**src/rtl/alu_arb_pkg.sv**
```systemverilog
// ALU encodings and operand record shared by the ALU, the arbiter wrapper and its bench.
// Latency: n/a (types and constants only).
// Backpressure: n/a.
package alu_arb_pkg;

    localparam int XLEN = 32;

    // funct3 field of the 4-bit control word {funct3, funct7_5}
    localparam logic [2:0] F3_ADD_SUB = 3'b000;
    localparam logic [2:0] F3_SLL     = 3'b001;
    localparam logic [2:0] F3_SLT     = 3'b010;
    localparam logic [2:0] F3_SLTU    = 3'b011;
    localparam logic [2:0] F3_XOR     = 3'b100;
    localparam logic [2:0] F3_SRL_SRA = 3'b101;
    localparam logic [2:0] F3_OR      = 3'b110;
    localparam logic [2:0] F3_AND     = 3'b111;

    // Full control words as seen on req_ctrl
    localparam logic [3:0] CTRL_ADD  = 4'b0000;
    localparam logic [3:0] CTRL_SUB  = 4'b0001;
    localparam logic [3:0] CTRL_SLL  = 4'b0010;
    localparam logic [3:0] CTRL_SLT  = 4'b0100;
    localparam logic [3:0] CTRL_SLTU = 4'b0110;
    localparam logic [3:0] CTRL_XOR  = 4'b1000;
    localparam logic [3:0] CTRL_SRL  = 4'b1010;
    localparam logic [3:0] CTRL_SRA  = 4'b1011;
    localparam logic [3:0] CTRL_OR   = 4'b1100;
    localparam logic [3:0] CTRL_AND  = 4'b1110;

    // Operand register layout: operands, control word and the requester that owns the op
    typedef struct packed {
        logic [XLEN-1:0] op1;
        logic [XLEN-1:0] op2;
        logic [3:0]      ctrl;
        logic            owner;
    } op_rec_t;

    // funct3 portion of a control word
    function automatic logic [2:0] ctrl_funct3(input logic [3:0] ctrl);
        return ctrl[3:1];
    endfunction

    // funct7 bit 5 selects SUB over ADD and SRA over SRL
    function automatic logic ctrl_alt(input logic [3:0] ctrl);
        return ctrl[0];
    endfunction

endpackage

```
**src/rtl/alu.sv**
```systemverilog
// Combinational 32-bit integer ALU with zero and sign flags.
// Latency: purely combinational, no state.
// Backpressure: none; outputs follow inputs.
module alu
    import alu_arb_pkg::*;
(
    input  logic [XLEN-1:0] a_i,
    input  logic [XLEN-1:0] b_i,
    input  logic [3:0]      ctrl_i,
    output logic [XLEN-1:0] result_o,
    output logic            zero_o,
    output logic            sign_o
);

    logic [4:0]             shamt;
    logic signed [XLEN-1:0] sra_res;
    logic [XLEN-1:0]        res;

    assign shamt = b_i[4:0];

    // Arithmetic shift kept in its own signed signal so the mux below cannot strip its signedness
    always_comb begin
        sra_res = $signed(a_i) >>> shamt;
    end

    // Operation select on funct3, funct7_5 picks the alternate form of add and right shift
    always_comb begin
        res = '0;
        case (ctrl_funct3(ctrl_i))
            F3_ADD_SUB: res = ctrl_alt(ctrl_i) ? (a_i - b_i) : (a_i + b_i);
            F3_SLL:     res = a_i << shamt;
            F3_SLT:     res = {{(XLEN-1){1'b0}}, ($signed(a_i) < $signed(b_i))};
            F3_SLTU:    res = {{(XLEN-1){1'b0}}, (a_i < b_i)};
            F3_XOR:     res = a_i ^ b_i;
            F3_SRL_SRA: res = ctrl_alt(ctrl_i) ? sra_res : (a_i >> shamt);
            F3_OR:      res = a_i | b_i;
            F3_AND:     res = a_i & b_i;
            default:    res = '0;
        endcase
    end

    assign result_o = res;
    assign zero_o   = (res == '0);
    assign sign_o   = res[XLEN-1];

endmodule

```
**src/rtl/rr_arb2.sv**
```systemverilog
// Two-way round-robin arbiter: one-hot grant from two eligibility bits.
// Latency: grant is combinational; the last-winner pointer updates on the grant edge.
// Backpressure: a requester that is not eligible is never granted; ties go to the one not granted last.
module rr_arb2 (
    input  logic       clk,
    input  logic       rst_n,
    input  logic [1:0] elig_i,
    output logic [1:0] gnt_o
);

    // Index of the requester granted most recently; reset to 1 so requester 0 wins the first tie
    logic last_q, last_d;
    logic [1:0] gnt;

    // Single eligible requester wins outright; a tie goes to the one not granted last
    always_comb begin
        gnt = 2'b00;
        case (elig_i)
            2'b01:   gnt = 2'b01;
            2'b10:   gnt = 2'b10;
            2'b11:   gnt = last_q ? 2'b01 : 2'b10;
            default: gnt = 2'b00;
        endcase
    end

    // Pointer only moves when a grant is actually issued
    always_comb begin
        last_d = last_q;
        if (gnt != 2'b00) begin
            last_d = gnt[1];
        end
    end

    // Last-winner pointer register
    always_ff @(posedge clk or negedge rst_n) begin
        if (!rst_n) begin
            last_q <= 1'b1;
        end else begin
            last_q <= last_d;
        end
    end

    assign gnt_o = gnt;

endmodule

```
**src/rtl/alu_share_arb.sv**
```systemverilog
// Shares one combinational ALU between two valid/ready requesters with round-robin arbitration.
// Latency: accept at edge k, result registered and rsp_valid high after edge k+1.
// Backpressure: one op outstanding per requester; a held result blocks that requester's next grant.
module alu_share_arb
    import alu_arb_pkg::*;
#(
    parameter int CNT_W = 16
) (
    input  logic             clk,
    input  logic             rst_n,
    input  logic [1:0]       req_valid,
    output logic [1:0]       req_ready,
    input  logic [63:0]      req_op1,
    input  logic [63:0]      req_op2,
    input  logic [7:0]       req_ctrl,
    output logic [1:0]       rsp_valid,
    input  logic [1:0]       rsp_ready,
    output logic [63:0]      rsp_result,
    output logic [1:0]       rsp_zero,
    output logic [1:0]       rsp_sign,
    output logic [CNT_W-1:0] op_count
);

    op_rec_t               op_q, op_d;
    logic                  op_vld_q, op_vld_d;
    logic [1:0]            inflight;
    logic [1:0]            elig;
    logic [1:0]            gnt;

    logic [1:0]            rsp_vld_q, rsp_vld_d;
    logic [1:0][XLEN-1:0]  rsp_res_q, rsp_res_d;
    logic [1:0]            rsp_zero_q, rsp_zero_d;
    logic [1:0]            rsp_sign_q, rsp_sign_d;
    logic [CNT_W-1:0]      cnt_q, cnt_d;

    logic [XLEN-1:0]       alu_res;
    logic                  alu_zero;
    logic                  alu_sign;

    // A requester whose op is in the operand register or whose result is still held cannot issue again
    assign inflight = op_vld_q ? (op_q.owner ? 2'b10 : 2'b01) : 2'b00;
    assign elig     = req_valid & ~rsp_vld_q & ~inflight;

    rr_arb2 u_arb (
        .clk    (clk),
        .rst_n  (rst_n),
        .elig_i (elig),
        .gnt_o  (gnt)
    );

    // Grant is already qualified by req_valid, so it doubles as the handshake
    assign req_ready = gnt;

    // Capture the granted requester's operands; the slot empties when nothing new is granted
    always_comb begin
        op_d     = op_q;
        op_vld_d = 1'b0;
        if (gnt != 2'b00) begin
            op_vld_d   = 1'b1;
            op_d.owner = gnt[1];
            op_d.op1   = gnt[1] ? req_op1[63:32] : req_op1[31:0];
            op_d.op2   = gnt[1] ? req_op2[63:32] : req_op2[31:0];
            op_d.ctrl  = gnt[1] ? req_ctrl[7:4]  : req_ctrl[3:0];
        end
    end

    // The shared ALU sees only the registered operands
    alu u_alu (
        .a_i      (op_q.op1),
        .b_i      (op_q.op2),
        .ctrl_i   (op_q.ctrl),
        .result_o (alu_res),
        .zero_o   (alu_zero),
        .sign_o   (alu_sign)
    );

    // Consumed results release their valid; the executing op lands in its owner's buffer
    always_comb begin
        rsp_vld_d  = rsp_vld_q & ~rsp_ready;
        rsp_res_d  = rsp_res_q;
        rsp_zero_d = rsp_zero_q;
        rsp_sign_d = rsp_sign_q;
        cnt_d      = cnt_q;
        if (op_vld_q) begin
            // The owner's buffer is empty here: it was not eligible while its result was held
            rsp_vld_d[op_q.owner]  = 1'b1;
            rsp_res_d[op_q.owner]  = alu_res;
            rsp_zero_d[op_q.owner] = alu_zero;
            rsp_sign_d[op_q.owner] = alu_sign;
            cnt_d                  = cnt_q + 1'b1;
        end
    end

    // Operand register; reset discards any op in flight
    always_ff @(posedge clk or negedge rst_n) begin
        if (!rst_n) begin
            op_q     <= '0;
            op_vld_q <= 1'b0;
        end else begin
            op_q     <= op_d;
            op_vld_q <= op_vld_d;
        end
    end

    // Per-requester result buffers and completed-op counter
    always_ff @(posedge clk or negedge rst_n) begin
        if (!rst_n) begin
            rsp_vld_q  <= '0;
            rsp_res_q  <= '0;
            rsp_zero_q <= '0;
            rsp_sign_q <= '0;
            cnt_q      <= '0;
        end else begin
            rsp_vld_q  <= rsp_vld_d;
            rsp_res_q  <= rsp_res_d;
            rsp_zero_q <= rsp_zero_d;
            rsp_sign_q <= rsp_sign_d;
            cnt_q      <= cnt_d;
        end
    end

    assign rsp_valid  = rsp_vld_q;
    assign rsp_result = rsp_res_q;
    assign rsp_zero   = rsp_zero_q;
    assign rsp_sign   = rsp_sign_q;
    assign op_count   = cnt_q;

endmodule
```
**config.mk**
```make
export PLATFORM = sky130hd
export DESIGN_NAME = alu_share_arb
export DESIGN_NICKNAME = d
export VERILOG_FILES = /design/src/rtl/alu_arb_pkg.sv /design/src/rtl/alu.sv /design/src/rtl/rr_arb2.sv /design/src/rtl/alu_share_arb.sv
export SDC_FILE = /design/constraint.sdc
export NUM_CORES = 1
export LEC_CHECK = 0
export CAP_MARGIN = 20
export CORE_MARGIN = 4
export CORE_UTILIZATION = 30
export DETAILED_ROUTE_END_ITERATION = 12
export RECOVER_POWER = 50
export SYNTH_ARGS = -nofsm -noshare
export SYNTH_HDL_FRONTEND = slang
export SYNTH_SLANG_ARGS = --single-unit
```
**constraint.sdc**
```tcl
create_clock -name clk -period 8.44 [get_ports clk]
set_clock_uncertainty 0.15 [all_clocks]
set_input_delay 1.266 -clock clk [delete_from_list [all_inputs] [get_ports clk]]
set_output_delay 1.266 -clock clk [all_outputs]
set_load 0.005 [all_outputs]
```
# Word level (Yosys, flattened, before mapping)
# Cells that the tools add are included.
# classes
add_sub_neg	3
n_lt_le_gt_ge	4
eq_ne	10
shift	3
n_mux	19
bitwise	10
reduce_logical	4
# op_table
cell	n
32-bit one-hot mux with 8 select lines	1
32-bit two-way mux	5
64-bit bitwise mux	1
32-bit < comparator	2
32-bit adder	1
32-bit AND	1
32-bit demux with 1-bit select	1
32-bit logical NOT	1
32-bit bitwise OR	1
32-bit by 5-bit << shifter with 32-bit output	1
32-bit by 5-bit >> shifter with 32-bit output	1
32-bit by 5-bit >>> shifter with 32-bit output	1
32-bit subtractor	1
32-bit XOR	1
16-bit by 1-bit adder with 16-bit output (second input constant)	1
3-bit == test (second input constant)	4
2-bit two-way mux	4
2-bit AND	3
3-bit by 2-bit == test with 1-bit output (second input constant)	2
2-bit NOT	3
2-bit one-hot mux with 3 select lines	1
2-bit bitwise mux	2
2-bit == test (second input constant)	2
4-bit two-way mux	1
10 further kinds	11
# totals
regBits	157
out_inout_bits	88

# Depth between registers and ports, before layout
# Gate-level depths: netlist (run 1).
# logic_depth
word_depth	8
depth_mapped	16
ltp_nobuf	14

# Hierarchy
# Synthesis (run 1) repeated with hierarchy kept, for this count alone.
# unflattened
cells_unflattened	1912
hier_area_um2	16189.3
# modules_own_cells
mod	instances	cells_per_inst	area_each_um2	seq_area_each_um2
alu	1	1392	9649.3	0.0
alu_share_arb	1	514	6486.2	3903.7
rr_arb2	1	6	53.8	26.3

# Worst setup path before layout (run 1)
# OpenSTA, ideal clock, no wires.
# synth_timing
path_kind	flip-flop to flip-flop
start	register op_q[8] in the netlist's numbering
end	register rsp_zero_q[0] (netlist: rsp_zero[0])
setup_time_ps	77
arrival_ps	4010
required_ps	8213
setup_slack_ps	4204
stages_incl_launch_ff	16
n_path_buf	3
cell_sequence	dfrtp_1 -> buf_2 -> clkinv_1 -> buf_1 -> clkbuf_1 -> ha_1 -> o211ai_1 -> o21ai_0 -> a221oi_1 -> o21ai_0 -> a2111oi_0 -> nor3_1 -> a211oi_1 -> and4_1 -> nand4b_1 -> o21ai_1
# synth_between
elab_chain_len	5
# synth_lines
item	line_no	source
from (decl)	alu_share_arb.sv:24	op_rec_t op_q, op_d;
from (signal assigned)	alu_share_arb.sv:100	op_q <= op_d;
32-bit adder, or another cell as far along	alu.sv:30	F3_ADD_SUB: res = ctrl_alt(ctrl_i) ? (a_i - b_i) : (a_i + b_i);
32-bit two-way mux, on equally long branches	alu.sv:30, alu.sv:35	
32-bit one-hot mux with 8 select lines *	alu.sv:29	case (ctrl_funct3(ctrl_i))
32-bit logical NOT *	alu.sv:43	assign zero_o = (res == '0);
2-bit bitwise mux *	alu_share_arb.sv:88	rsp_zero_d[op_q.owner] = alu_zero;
to (signal assigned)	alu_share_arb.sv:116	rsp_zero_q <= rsp_zero_d;
to (decl)	alu_share_arb.sv:32	logic [1:0] rsp_zero_q, rsp_zero_d;
# Every way passes the cells marked *; elsewhere a longest branch is shown, timed or not.
# A chain may end at the register's enable or synchronous reset.

# Worst setup path after layout (run 1)
# layout_timing
start	register op_q[7] in the netlist's numbering
end	register rsp_zero_q[1] (netlist: rsp_zero[1])
# The elaborated chain is that of the path after synthesis.

==> results.md, run 1 <==
## STA
• **number of hold violations in the final report** 0
• **top achievable clock speed** 0.178 GHz
• **total negative slack for setup checks** 0 ns
• **Rel. slew slack** -134%
• **number of slew-limit violations in the final report** 305
• **post-route fraction of the period consumed by the critical path** 66.5%
• **RSZ-0062 raised after global routing** false
• **count of final setup violators** 0
• **final period demand of the worst path** 5.62 ns
• **setup slack after layout** 2.82 ns
• **slew at the pin with the worst max-slew slack** 3.51 ns

## Clock tree
• **count of buffers added by post-CTS timing repair for setup** 0
• **number of buffers created by CTS** 17
• **TritonCTS clock tree** built
• **H-tree level count** 4
• **clock sink count** 155
• **number of hold-repair buffers added at the cts stage** 0
• **worst-skew pair later-pin latency** 0.50 ns
• **clock-pin slew of the registers on the worst-case setup and hold paths** 0.07 ns
• **Resized Gates After CTS** 0
• **buffers from clock root to sink, at most** 2
• **buffer cell driving the clock tree root** sky130_fd_sc_hd__clkbuf_16

## GRT
• **maximum number of pins on one net before global-route repair** 75
• **global route overflow** 0
• **global-route wire length before repair** 115000 µm
• **initial antenna violation count** 1
• **vias in the first global route** 16635
• **total routing usage reported by global routing** 26.8%

## Synth
• **post-synth cell types** 98
• **Post-Synthesis Cell Area** 16000 µm²
• **gate count after technology mapping** 2024
• **top_reg_cell synth** sky130_fd_sc_hd__dfrtp_1
• **Post-Synthesis Net Count** 2266
• **post-synthesis sequential element count** 155
• **number of flops mapped to enable cells by yosys** 0
• **asr flop ratio synth** 100%
• **Mean Syn Cell Area** 7.92 µm²
• **Synth Warn #** 0
• **sequential fraction of the synthesis area** 24.2%

## Final layout
• **Antenna Cells** 0
• **final instance count without filler cells** 2839
• **leading cell type in the layout, fill and taps excluded** sky130_fd_sc_hd__nand2_1
• **share of cells above drive strength 1** 8.00%
• **filler instances** 5546
• **number of nets in the layout** 2380
• **synth-to-layout area growth** 20.7%
• **most frequent cells in the layout** sky130_fd_sc_hd__nand2_1 (250), sky130_fd_sc_hd__clkdlybuf4s50_1 (203), sky130_fd_sc_hd__inv_1 (170), sky130_fd_sc_hd__o21ai_0 (169), sky130_fd_sc_hd__dfrtp_1 (151)

## Route
• **detailed-routing iteration count for the pre-antenna-repair pass** 6
• **total wirelength of the detailed-routed design** 78800 µm
• **vias after detailed routing** 17479
• **1st-iter DRT viols** 2201
• **average wire per standard cell** 27.8 µm
• **number of routed nets with antenna violations** 0
• **DRC violations left** 0
• **Via-to-Cell Ratio** 6.16

## Status
• **run status** finished, violations left
• **failing checks** capacitance limit, slew limit

## Placed design
• **I/O Buffers** 229
• **placer's final routability congestion estimate** 1.06
• **worst slack at placement** 3.03 ns
• **cell count after placement** 2805
• **detailed placer's ending HPWL** 59900 µm

## Floorplanning
• **effective utilization at floorplan** 30.4%
• **Chip Height** 239 µm
• **Cell Rows** 84
• **placeable core region** 52800 µm²
• **count of pins on the block boundary** 230
• **DIE AREA** 57200 µm²
• **overall die width** 239 µm

## Critical path
• **peak per-stage delay on the critical path** 0.82 ns
• **slowest cell on the critical path** sky130_fd_sc_hd__a221oi_1
• **worst-path cell chain** clkinv_1, ha_1, a211oi_2, o21ai_0, a221oi_1, nor2_1, mux2_2, a221oi_1, nand4_1, or4_1, o21ai_1
• **Critical Path RT** 8.70 ns
• **Critical Path Fanout Max** 19
• **Crit path arrival time** 5.88 ns
• **dominant cell type by count on the critical path** sky130_fd_sc_hd__a221oi_1
• **Critical Path End Type** flop
• **critical path class** flop to flop
• **category of the worst setup path launch point** flop

## Job
• **maxcap violations** 5

## Min path
• **Tightest Hold Check Type** flop to flop

logic make-up (layout without fill, tap and decap cells):
kind of cell | after synthesis | after routing | synth area share [%]
fa+ha+maj | 100 | 100 | 7.90
mux | 118 | 118 | 10.4
simple gates | 618 | 618 | 17.9
compound gates | 649 | 649 | 28.5
flops | 155 | 155 | 24.2
xor+xnor | 37 | 37 | 2.02
buf+inv | 347 | 474 | 9.12
path summary, 6_finish.rpt:
kind                                         endpoint  cells after the start  slack [ns]                  startpoint
setup / recovery              rsp_zero[1]$_DFFE_PN0P_                     11        2.82         op_q[7]$_DFFE_PN0P_
hold / removal             rsp_result[24]$_DFFE_PN0P_                      2        0.32  rsp_result[24]$_DFFE_PN0P_
setup reg to reg              rsp_zero[1]$_DFFE_PN0P_                     11        2.82         op_q[7]$_DFFE_PN0P_
hold reg to reg            rsp_result[24]$_DFFE_PN0P_                      2        0.32  rsp_result[24]$_DFFE_PN0P_
max in group asynchronous        op_q[43]$_DFFE_PN0P_                      2        2.83                       rst_n
min in group asynchronous  rsp_result[28]$_DFFE_PN0P_                      1        1.33                       rst_n
Yosys cell counts, types with 37 or more instances:
cell | count | share of area [%]
sky130_fd_sc_hd__clkbuf_1 | 119 | 2.8
sky130_fd_sc_hd__nand2_1 | 251 | 5.9
sky130_fd_sc_hd__mux2_2 | 41 | 2.9
sky130_fd_sc_hd__o21ai_0 | 169 | 5.3
sky130_fd_sc_hd__nor2_1 | 139 | 3.3
sky130_fd_sc_hd__dfrtp_1 | 154 | 24
sky130_fd_sc_hd__a21oi_1 | 112 | 3.5
sky130_fd_sc_hd__nand3_1 | 38 | 1.2
sky130_fd_sc_hd__a211oi_1 | 37 | 1.7
sky130_fd_sc_hd__ha_1 | 98 | 7.7
sky130_fd_sc_hd__inv_1 | 170 | 4.0
sky130_fd_sc_hd__mux2i_1 | 42 | 2.6
sky130_fd_sc_hd__a222oi_1 | 69 | 4.3
per-stage QoR:
stage                     hold slack [ns]  cell area, µm²  util [%]
after global placement              0.312           18700      35.4
after global routing                0.352           19300      36.7
after detailed placement            0.318           18700      35.5
after floorplan                     0.318           16000         -
after CTS                           0.331           19300      36.7
final                               0.324           19300      36.7
critical path: cells and delay by family (launching register included):
family | cells | cell delay (ns)
AND/OR/NAND/NOR | 3 | 0.89
buffers and inverters | 1 | 0.66
flip-flops | 1 | 0.58
adder cells (fa/ha/maj) | 1 | 0.66
AO/OA/AOI/OAI | 5 | 2.27
multiplexers | 1 | 0.30
sequential cells by signal (all words and copies together), names as in the netlist:
signal,cells
op_count,16
op_q,69
op_vld_q,1
rsp_result,63
rsp_sign,1
rsp_valid,2
rsp_zero,2
u_arb.last_q,1
layout make-up:
cell class                 count  area, µm²  share of cell area, %
tap                          688        861                   4.45
clock inverter                11        180                  0.932
timing repair buffer         269       2570                   13.3
inverter                     173        649                   3.36
clock buffer                  21        460                   2.38
multi-input combinational   1522      10700                   55.5
sequential                   155       3890                   20.1
layer usage:
| layer | wire [µm] | global-route usage (%) |
|---|---|---|
| met2 | 33700 | 40.1 |
| met1 | 34900 | 37.9 |
| met4 | 3660 | 11.7 |
| met5 | 0 | 0 |
| met3 | 6630 | 5.03 |
Power of run 1 is left out: the tool's default activity adds up to more than one toggle a clock period on the data nets, which glitch-free logic cannot reach.
==> run 2, diff against run 1 <==
==> constraint.sdc (replaced) <==
create_clock -name clk -period 5.38 [get_ports clk]
set_clock_uncertainty 0.15 [all_clocks]
set_input_delay 0.807 -clock clk [delete_from_list [all_inputs] [get_ports clk]]
set_output_delay 0.807 -clock clk [all_outputs]
set_load 0.005 [all_outputs]
==> run 2 against run 1 <==
Against the previous run: the flow still finishes with violations (capacitance limit, slew limit); clock-buffer cell count is 4 lower; routed wire length grew 2.4%; via count up 1.0%; critical path type unchanged; first-iteration DRC count is 5.0% higher; sequential share of layout area fell by 0.43 points.
==> results.md, run 2 (same netlist as run 1, synthesis figures left out) <==
## Status
• **run status** finished, violations left, unchanged
• **failing checks** capacitance limit, slew limit, unchanged

## Placed design
• **detailed placer's ending HPWL** 63000 µm, was 59900 µm
• **cell count after placement** 2864, was 2805
• **I/O Buffers** 229, unchanged
• **placer's final routability congestion estimate** 1.03, was 1.06

## Critical path
• **cell class contributing the biggest share of worst-path delay** compound AO/OA/AOI/OAI gates, unchanged
• **Critical Path End Type** flop, unchanged
• **category of the worst setup path launch point** flop, unchanged
• **slowest cell on the critical path** sky130_fd_sc_hd__a222oi_1, was sky130_fd_sc_hd__a221oi_1
• **Crit path arrival time** 5.10 ns, was 5.88 ns
• **critical path class** flop to flop, unchanged
• **Critical Path Fanout Max** 73, was 19
• **worst-path cell chain** buf_4, mux2i_1, mux2i_1, a222oi_1, a2bb2oi_1, nand3_1, a211oi_1, buf_4, and4_1, nand4_1, or4_1, o21ai_1, was clkinv_1, ha_1, a211oi_2, o21ai_0, a221oi_1, nor2_1, mux2_2, a221oi_1, nand4_1, or4_1, o21ai_1
• **peak per-stage delay on the critical path** 0.95 ns, was 0.82 ns
• **startpoint of the worst register-to-register path** op_q[7]$_DFFE_PN0P_, unchanged
• **startpoint of the worst setup timing path** op_q[7]$_DFFE_PN0P_, unchanged
• **Critical Path RT** 5.64 ns, was 8.70 ns
• **buffering stage count on the worst path with inverters included** 2, was 1

## STA
• **number of hold violations in the final report** 0, unchanged
• **RSZ-0062 raised after global routing** false, unchanged
• **number of slew-limit violations in the final report** 104, was 305
• **final period demand of the worst path** 4.84 ns, was 5.62 ns
• **top achievable clock speed** 0.207 GHz, was 0.178 GHz
• **Rel. slew slack** -77.8%, was -134%
• **slew at the pin with the worst max-slew slack** 2.67 ns, was 3.51 ns
• **count of final setup violators** 0, unchanged
• **total negative slack for setup checks** 0 ns, unchanged
• **post-route fraction of the period consumed by the critical path** 89.9%, was 66.5%
• **worst hold-check slack** 0.320 ns, was 0.324 ns

## Clock tree
• **count of buffers added by post-CTS timing repair for setup** 0, unchanged
• **clock-pin slew of the registers on the worst-case setup and hold paths** 0.08 ns, was 0.07 ns
• **H-tree level count** 4, unchanged
• **TritonCTS clock tree** built, unchanged
• **buffer cell driving the clock tree root** sky130_fd_sc_hd__clkbuf_16, unchanged
• **number of hold-repair buffers added at the cts stage** 0, unchanged
• **worst-skew pair later-pin latency** 0.50 ns, about the same
• **buffers from clock root to sink, at most** 2, unchanged
• **number of buffers created by CTS** 17, unchanged
• **clock sink count** 155, unchanged
• **Resized Gates After CTS** 0, unchanged

## GRT
• **global-route wire length before repair** 116000 µm, was 115000 µm
• **maximum number of pins on one net before global-route repair** 104, was 75
• **total routing usage reported by global routing** 27.5%, was 26.8%
• **global route overflow** 0, unchanged
• **initial antenna violation count** 7, was 1
• **vias in the first global route** 16961, was 16635

## Min path
• **critical hold path startpoint** op_count[15]$_DFFE_PN0P_, was rsp_result[24]$_DFFE_PN0P_
• **Tightest Hold Check Type** flop to flop, unchanged

## Final layout
• **synth-to-layout area growth** 23.4%, was 20.7%
• **number of flip-flops in the largest register** 69, unchanged
• **number of nets in the layout** 2438, was 2380
• **most frequent cells in the layout** sky130_fd_sc_hd__nand2_1 (250), sky130_fd_sc_hd__clkdlybuf4s50_1 (203), sky130_fd_sc_hd__inv_1 (170), sky130_fd_sc_hd__o21ai_0 (169), sky130_fd_sc_hd__dfrtp_1 (150), was sky130_fd_sc_hd__nand2_1 (250), sky130_fd_sc_hd__clkdlybuf4s50_1 (203), sky130_fd_sc_hd__inv_1 (170), sky130_fd_sc_hd__o21ai_0 (169), sky130_fd_sc_hd__dfrtp_1 (151)
• **final instance count without filler cells** 2899, was 2839
• **share of cells above drive strength 1** 10.8%, was 8.00%
• **top register by number of flip-flops** op_q, unchanged
• **leading cell type in the layout, fill and taps excluded** sky130_fd_sc_hd__nand2_1, unchanged

## Route
• **vias after detailed routing** 17658, was 17479
• **number of routed nets with antenna violations** 0, unchanged
• **total wirelength of the detailed-routed design** 80700 µm, was 78800 µm
• **DRC violations left** 0, unchanged
• **1st-iter DRT viols** 2312, was 2201
• **detailed-routing iteration count for the pre-antenna-repair pass** 9, was 6
• **average wire per standard cell** 27.9 µm, was 27.8 µm
• **Via-to-Cell Ratio** 6.09, was 6.16

## Floorplanning
• **Cell Rows** 84, unchanged
• **placeable core region** 52800 µm², unchanged
• **count of pins on the block boundary** 230, unchanged
• **effective utilization at floorplan** 30.4%, unchanged
• **Chip Height** 239 µm, unchanged
• **DIE AREA** 57200 µm², unchanged
• **overall die width** 239 µm, unchanged

## Job
• **maxcap violations** 1, was 5

run 2: cell types whose count changed in the layout (fill, tap and decap cells not counted), moves of 2 or more:
cell and change:
sky130_fd_sc_hd__buf_4 +61, sky130_fd_sc_hd__inv_8 +6, sky130_fd_sc_hd__clkbuf_8 -2, sky130_fd_sc_hd__clkbuf_1 -8, sky130_fd_sc_hd__bufinv_16 -4, sky130_fd_sc_hd__clkinv_4 +2
sky130_fd_sc_hd__clkinv_8 +4, sky130_fd_sc_hd__clkbuf_2 +2, sky130_fd_sc_hd__diode_2 +2, sky130_fd_sc_hd__inv_6 -3
run 2: worst paths after layout:
check	end	slack, ns	depth (start not counted)
setup / recovery	rsp_zero[1]$_DFFE_PN0P_	0.54	12
hold / removal	op_count[15]$_DFFE_PN0P_	0.32	1
setup reg to reg	rsp_zero[1]$_DFFE_PN0P_	0.54	12
hold reg to reg	op_count[15]$_DFFE_PN0P_	0.32	1
max in group asynchronous	op_q[6]$_DFFE_PN0P_	1.37	2
min in group asynchronous	rsp_result[60]$_DFFE_PN0P_	0.97	1
run 2: metal layers:
metal / GRT usage (%) / part of all wire, % / vias up
li1: - / - / 7845
met1: 35.8 / 41 / 8699
met2: 42.1 / 44 / 912
met3: 7.36 / 9.1 / 196
met4: 13.5 / 5.3 / 6
met5: 0 / 0.051 / -
run 2: final cells by class:
cell class | count | area (µm²)
sequential | 155 | 3890
tap | 688 | 861
clock inverter | 15 | 176
timing repair buffer | 327 | 3040
fill | 5544 | 33000
clock buffer | 17 | 425
antenna | 2 | 5.00
inverter | 173 | 649
multi-input combinational | 1522 | 10700
run 2: metrics by stage:
step / area (µm²) / utilization [%] / setup WS, ns
after floorplan: 16000 / - / 1.14
after global placement: 19200 / 36.3 / 0.586
after detailed placement: 19200 / 36.3 / 0.640
after CTS: 19800 / 37.5 / 0.614
after global routing: 19800 / 37.5 / 0.267
final: 19800 / 37.5 / 0.543
Power of run 2 is left out for the same reason.
==> run 3, diff against run 2 <==
--- a/config.mk
+++ b/config.mk
@@ -10,6 +10,7 @@
 export CORE_UTILIZATION = 30
 export DETAILED_ROUTE_END_ITERATION = 12
 export RECOVER_POWER = 50
+export REMOVE_ABC_BUFFERS = 1
 export SYNTH_ARGS = -nofsm -noshare
 export SYNTH_HDL_FRONTEND = slang
 export SYNTH_SLANG_ARGS = --single-unit
==> run 3 against run 2 <==
Against the previous run: the run still ends with capacitance limit, slew limit left; register-to-register slack worse by 0.03 ns; sequential share of layout area down 0.093 points; design area up 0.41%; non-clock buffer count up 12; critical path depth up 1.
==> results.md, run 3 (same netlist as run 1, synthesis figures left out) <==
## Critical path
• **flop2flop setup slack** 0.51 ns, was 0.54 ns
• **peak per-stage delay on the critical path** 0.68 ns, was 0.95 ns
• **startpoint of the worst setup timing path** op_q[43]$_DFFE_PN0P_, was op_q[7]$_DFFE_PN0P_
• **number of cells on the worst reg-to-reg path** 13, was 12
• **Critical Path Fanout Max** 14, was 73
• **slowest cell on the critical path** sky130_fd_sc_hd__dfrtp_1, was sky130_fd_sc_hd__a222oi_1
• **dominant cell type by count on the critical path** sky130_fd_sc_hd__a21oi_1
• **Critical Path End Type** flop, unchanged
• **Critical Path RT** 5.64 ns, about the same
• **Crit path arrival time** 5.12 ns, was 5.10 ns
• **buffering stage count on the worst path with inverters included** 2, unchanged
• **worst-path cell chain** inv_1, ha_1, a21oi_1, o21ai_0, a21oi_1, a21oi_2, a2111oi_0, a211oi_1, a311oi_1, buf_4, nand4_1, or4_1, o21ai_1, was buf_4, mux2i_1, mux2i_1, a222oi_1, a2bb2oi_1, nand3_1, a211oi_1, buf_4, and4_1, nand4_1, or4_1, o21ai_1
• **startpoint of the worst register-to-register path** op_q[43]$_DFFE_PN0P_, was op_q[7]$_DFFE_PN0P_
• **cell class contributing the biggest share of worst-path delay** compound AO/OA/AOI/OAI gates, unchanged
• **capture instance of the worst register-to-register path** rsp_zero[1]$_DFFE_PN0P_, unchanged
• **category of the worst setup path launch point** flop, unchanged
• **critical path class** flop to flop, unchanged

## Final layout
• **most frequent cells in the layout** sky130_fd_sc_hd__nand2_1 (250), sky130_fd_sc_hd__clkdlybuf4s50_1 (202), sky130_fd_sc_hd__inv_1 (170), sky130_fd_sc_hd__o21ai_0 (169), sky130_fd_sc_hd__dfrtp_1 (150), was sky130_fd_sc_hd__nand2_1 (250), sky130_fd_sc_hd__clkdlybuf4s50_1 (203), sky130_fd_sc_hd__inv_1 (170), sky130_fd_sc_hd__o21ai_0 (169), sky130_fd_sc_hd__dfrtp_1 (150)
• **final instance count without filler cells** 2908, was 2899
• **number of nets in the layout** 2450, was 2438
• **share of cells above drive strength 1** 11.2%, was 10.8%
• **Non-Filler Cell Area, Final** 19800 µm², about the same
• **leading cell type in the layout, fill and taps excluded** sky130_fd_sc_hd__nand2_1, unchanged
• **number of flip-flops in the largest register** 69, unchanged
• **Antenna Cells** 0, was 2
• **synth-to-layout area growth** 23.9%, was 23.4%
• **top register by number of flip-flops** op_q, unchanged

## Placed design
• **I/O Buffers** 229, unchanged
• **cell count after placement** 2877, was 2864
• **worst slack at placement** 0.677 ns, was 0.640 ns
• **detailed placer's ending HPWL** 63100 µm, was 63000 µm
• **placer's final routability congestion estimate** 1.02, was 1.03
• **placed inst area** 19300 µm², was 19200 µm²

## STA
• **final period demand of the worst path** 4.87 ns, was 4.84 ns
• **total negative slack for setup checks** 0 ns, unchanged
• **number of hold violations in the final report** 0, unchanged
• **post-route fraction of the period consumed by the critical path** 90.4%, was 89.9%
• **setup slack after layout** 0.514 ns, was 0.543 ns
• **number of slew-limit violations in the final report** 224, was 104
• **count of final setup violators** 0, unchanged
• **slew at the pin with the worst max-slew slack** 3.87 ns, was 2.67 ns
• **Rel. slew slack** -158%, was -77.8%
• **RSZ-0062 raised after global routing** false, unchanged
• **top achievable clock speed** 0.206 GHz, was 0.207 GHz

## Route
• **vias after detailed routing** 17443, was 17658
• **total wirelength of the detailed-routed design** 79500 µm, was 80700 µm
• **average wire per standard cell** 27.3 µm, was 27.9 µm
• **DRC violations left** 0, unchanged
• **detailed-routing iteration count for the pre-antenna-repair pass** 13, was 9
• **number of routed nets with antenna violations** 0, unchanged
• **1st-iter DRT viols** 2191, was 2312
• **Via-to-Cell Ratio** 6.00, was 6.09

## Floorplanning
• **effective utilization at floorplan** 30.4%, unchanged
• **placeable core region** 52800 µm², unchanged
• **overall die width** 239 µm, unchanged
• **Cell Rows** 84, unchanged
• **DIE AREA** 57200 µm², unchanged
• **count of pins on the block boundary** 230, unchanged
• **Chip Height** 239 µm, unchanged

## Clock tree
• **Resized Gates After CTS** 0, unchanged
• **clock-pin slew of the registers on the worst-case setup and hold paths** 0.07 ns, was 0.08 ns
• **worst-skew pair later-pin latency** 0.50 ns, about the same
• **H-tree level count** 4, unchanged
• **buffers from clock root to sink, at most** 2, unchanged
• **count of buffers added by post-CTS timing repair for setup** 0, unchanged
• **buffer cell driving the clock tree root** sky130_fd_sc_hd__clkbuf_16, unchanged
• **number of hold-repair buffers added at the cts stage** 0, unchanged
• **clock sink count** 155, unchanged
• **TritonCTS clock tree** built, unchanged
• **number of buffers created by CTS** 17, unchanged

## Status
• **failing checks** capacitance limit, slew limit, unchanged
• **run status** finished, violations left, unchanged

## Min path
• **worst min-delay path endpoint** rsp_result[30]$_DFFE_PN0P_, was op_count[15]$_DFFE_PN0P_
• **WHS Path Cells** 2, was 1
• **Tightest Hold Check Type** flop to flop, unchanged
• **critical hold path startpoint** rsp_result[30]$_DFFE_PN0P_, was op_count[15]$_DFFE_PN0P_

## GRT
• **global-route wire length before repair** 115000 µm, was 116000 µm
• **total routing usage reported by global routing** 27.1%, was 27.5%
• **global route overflow** 0, unchanged
• **initial antenna violation count** 1, was 7
• **vias in the first global route** 16533, was 16961
• **maximum number of pins on one net before global-route repair** 93, was 104

## Job
• **maxcap violations** 3, was 1

==> run 3: changes by cell type in the layout (fill, tap and decap cells not counted), moves of 2 or more <==
| cell | before | now |
|---|---|---|
| sky130_fd_sc_hd__buf_4 | 94 | 103 |
| sky130_fd_sc_hd__inv_6 | 1 | 6 |
| sky130_fd_sc_hd__inv_8 | 6 | 1 |
| sky130_fd_sc_hd__clkinv_8 | 4 | 0 |
| sky130_fd_sc_hd__buf_12 | 1 | 4 |
| sky130_fd_sc_hd__clkinv_4 | 4 | 1 |
| sky130_fd_sc_hd__clkinvlp_4 | 0 | 3 |
| sky130_fd_sc_hd__clkbuf_1 | 0 | 2 |
| sky130_fd_sc_hd__diode_2 | 2 | 0 |
==> run 3: final cells by class <==
type	instances	area (µm²)
clock buffers	18	439
flip-flops and latches	155	3890
well taps	688	861
clock inverters	13	130
multi-input cells	1522	10700
inverters	173	649
repair buffers	339	3160
fillers	5478	32900
==> run 3: routing by layer <==
metal  global-route usage [%]  up-vias  part of all wire [%]
li1                         -     7837                     -
met1                     37.9     8595                    44
met5                        0        -                0.0088
met3                     3.66      137                   6.6
met2                     42.1      872                    45
met4                     11.2        2                   4.3
==> run 3: worst min-delay path: stages (launching register included) <==
cell and delay, ns:
sky130_fd_sc_hd__dfrtp_1 0.34, sky130_fd_sc_hd__nand2_1 0.05, sky130_fd_sc_hd__o21ai_0 0.06
==> run 3: how the worst max path moves through the flow <==
stage	end	slack (ns)	cells past startpoint
floorplan	rsp_zero[0]$_DFFE_PN0P_	-0.81	12
global placement	rsp_zero[1]$_DFFE_PN0P_	0.78	12
detailed placement	rsp_zero[1]$_DFFE_PN0P_	0.68	13
CTS	rsp_zero[1]$_DFFE_PN0P_	0.63	13
global route	op_q[6]$_DFFE_PN0P_	0.14	2
finish	rsp_zero[1]$_DFFE_PN0P_	0.51	13
==> run 3: metrics by stage <==
| stage | hold WS [ns] | utilization [%] |
|---|---|---|
| 2_1_floorplan | 0.318 | - |
| 3_3_place_gp | 0.311 | 36.6 |
| 3_5_place_dp | 0.320 | 36.6 |
| 4_1_cts | 0.238 | 37.6 |
| 5_1_grt | 0.359 | 37.6 |
| 6_report | 0.323 | 37.6 |
Power of run 3 is left out for the same reason.
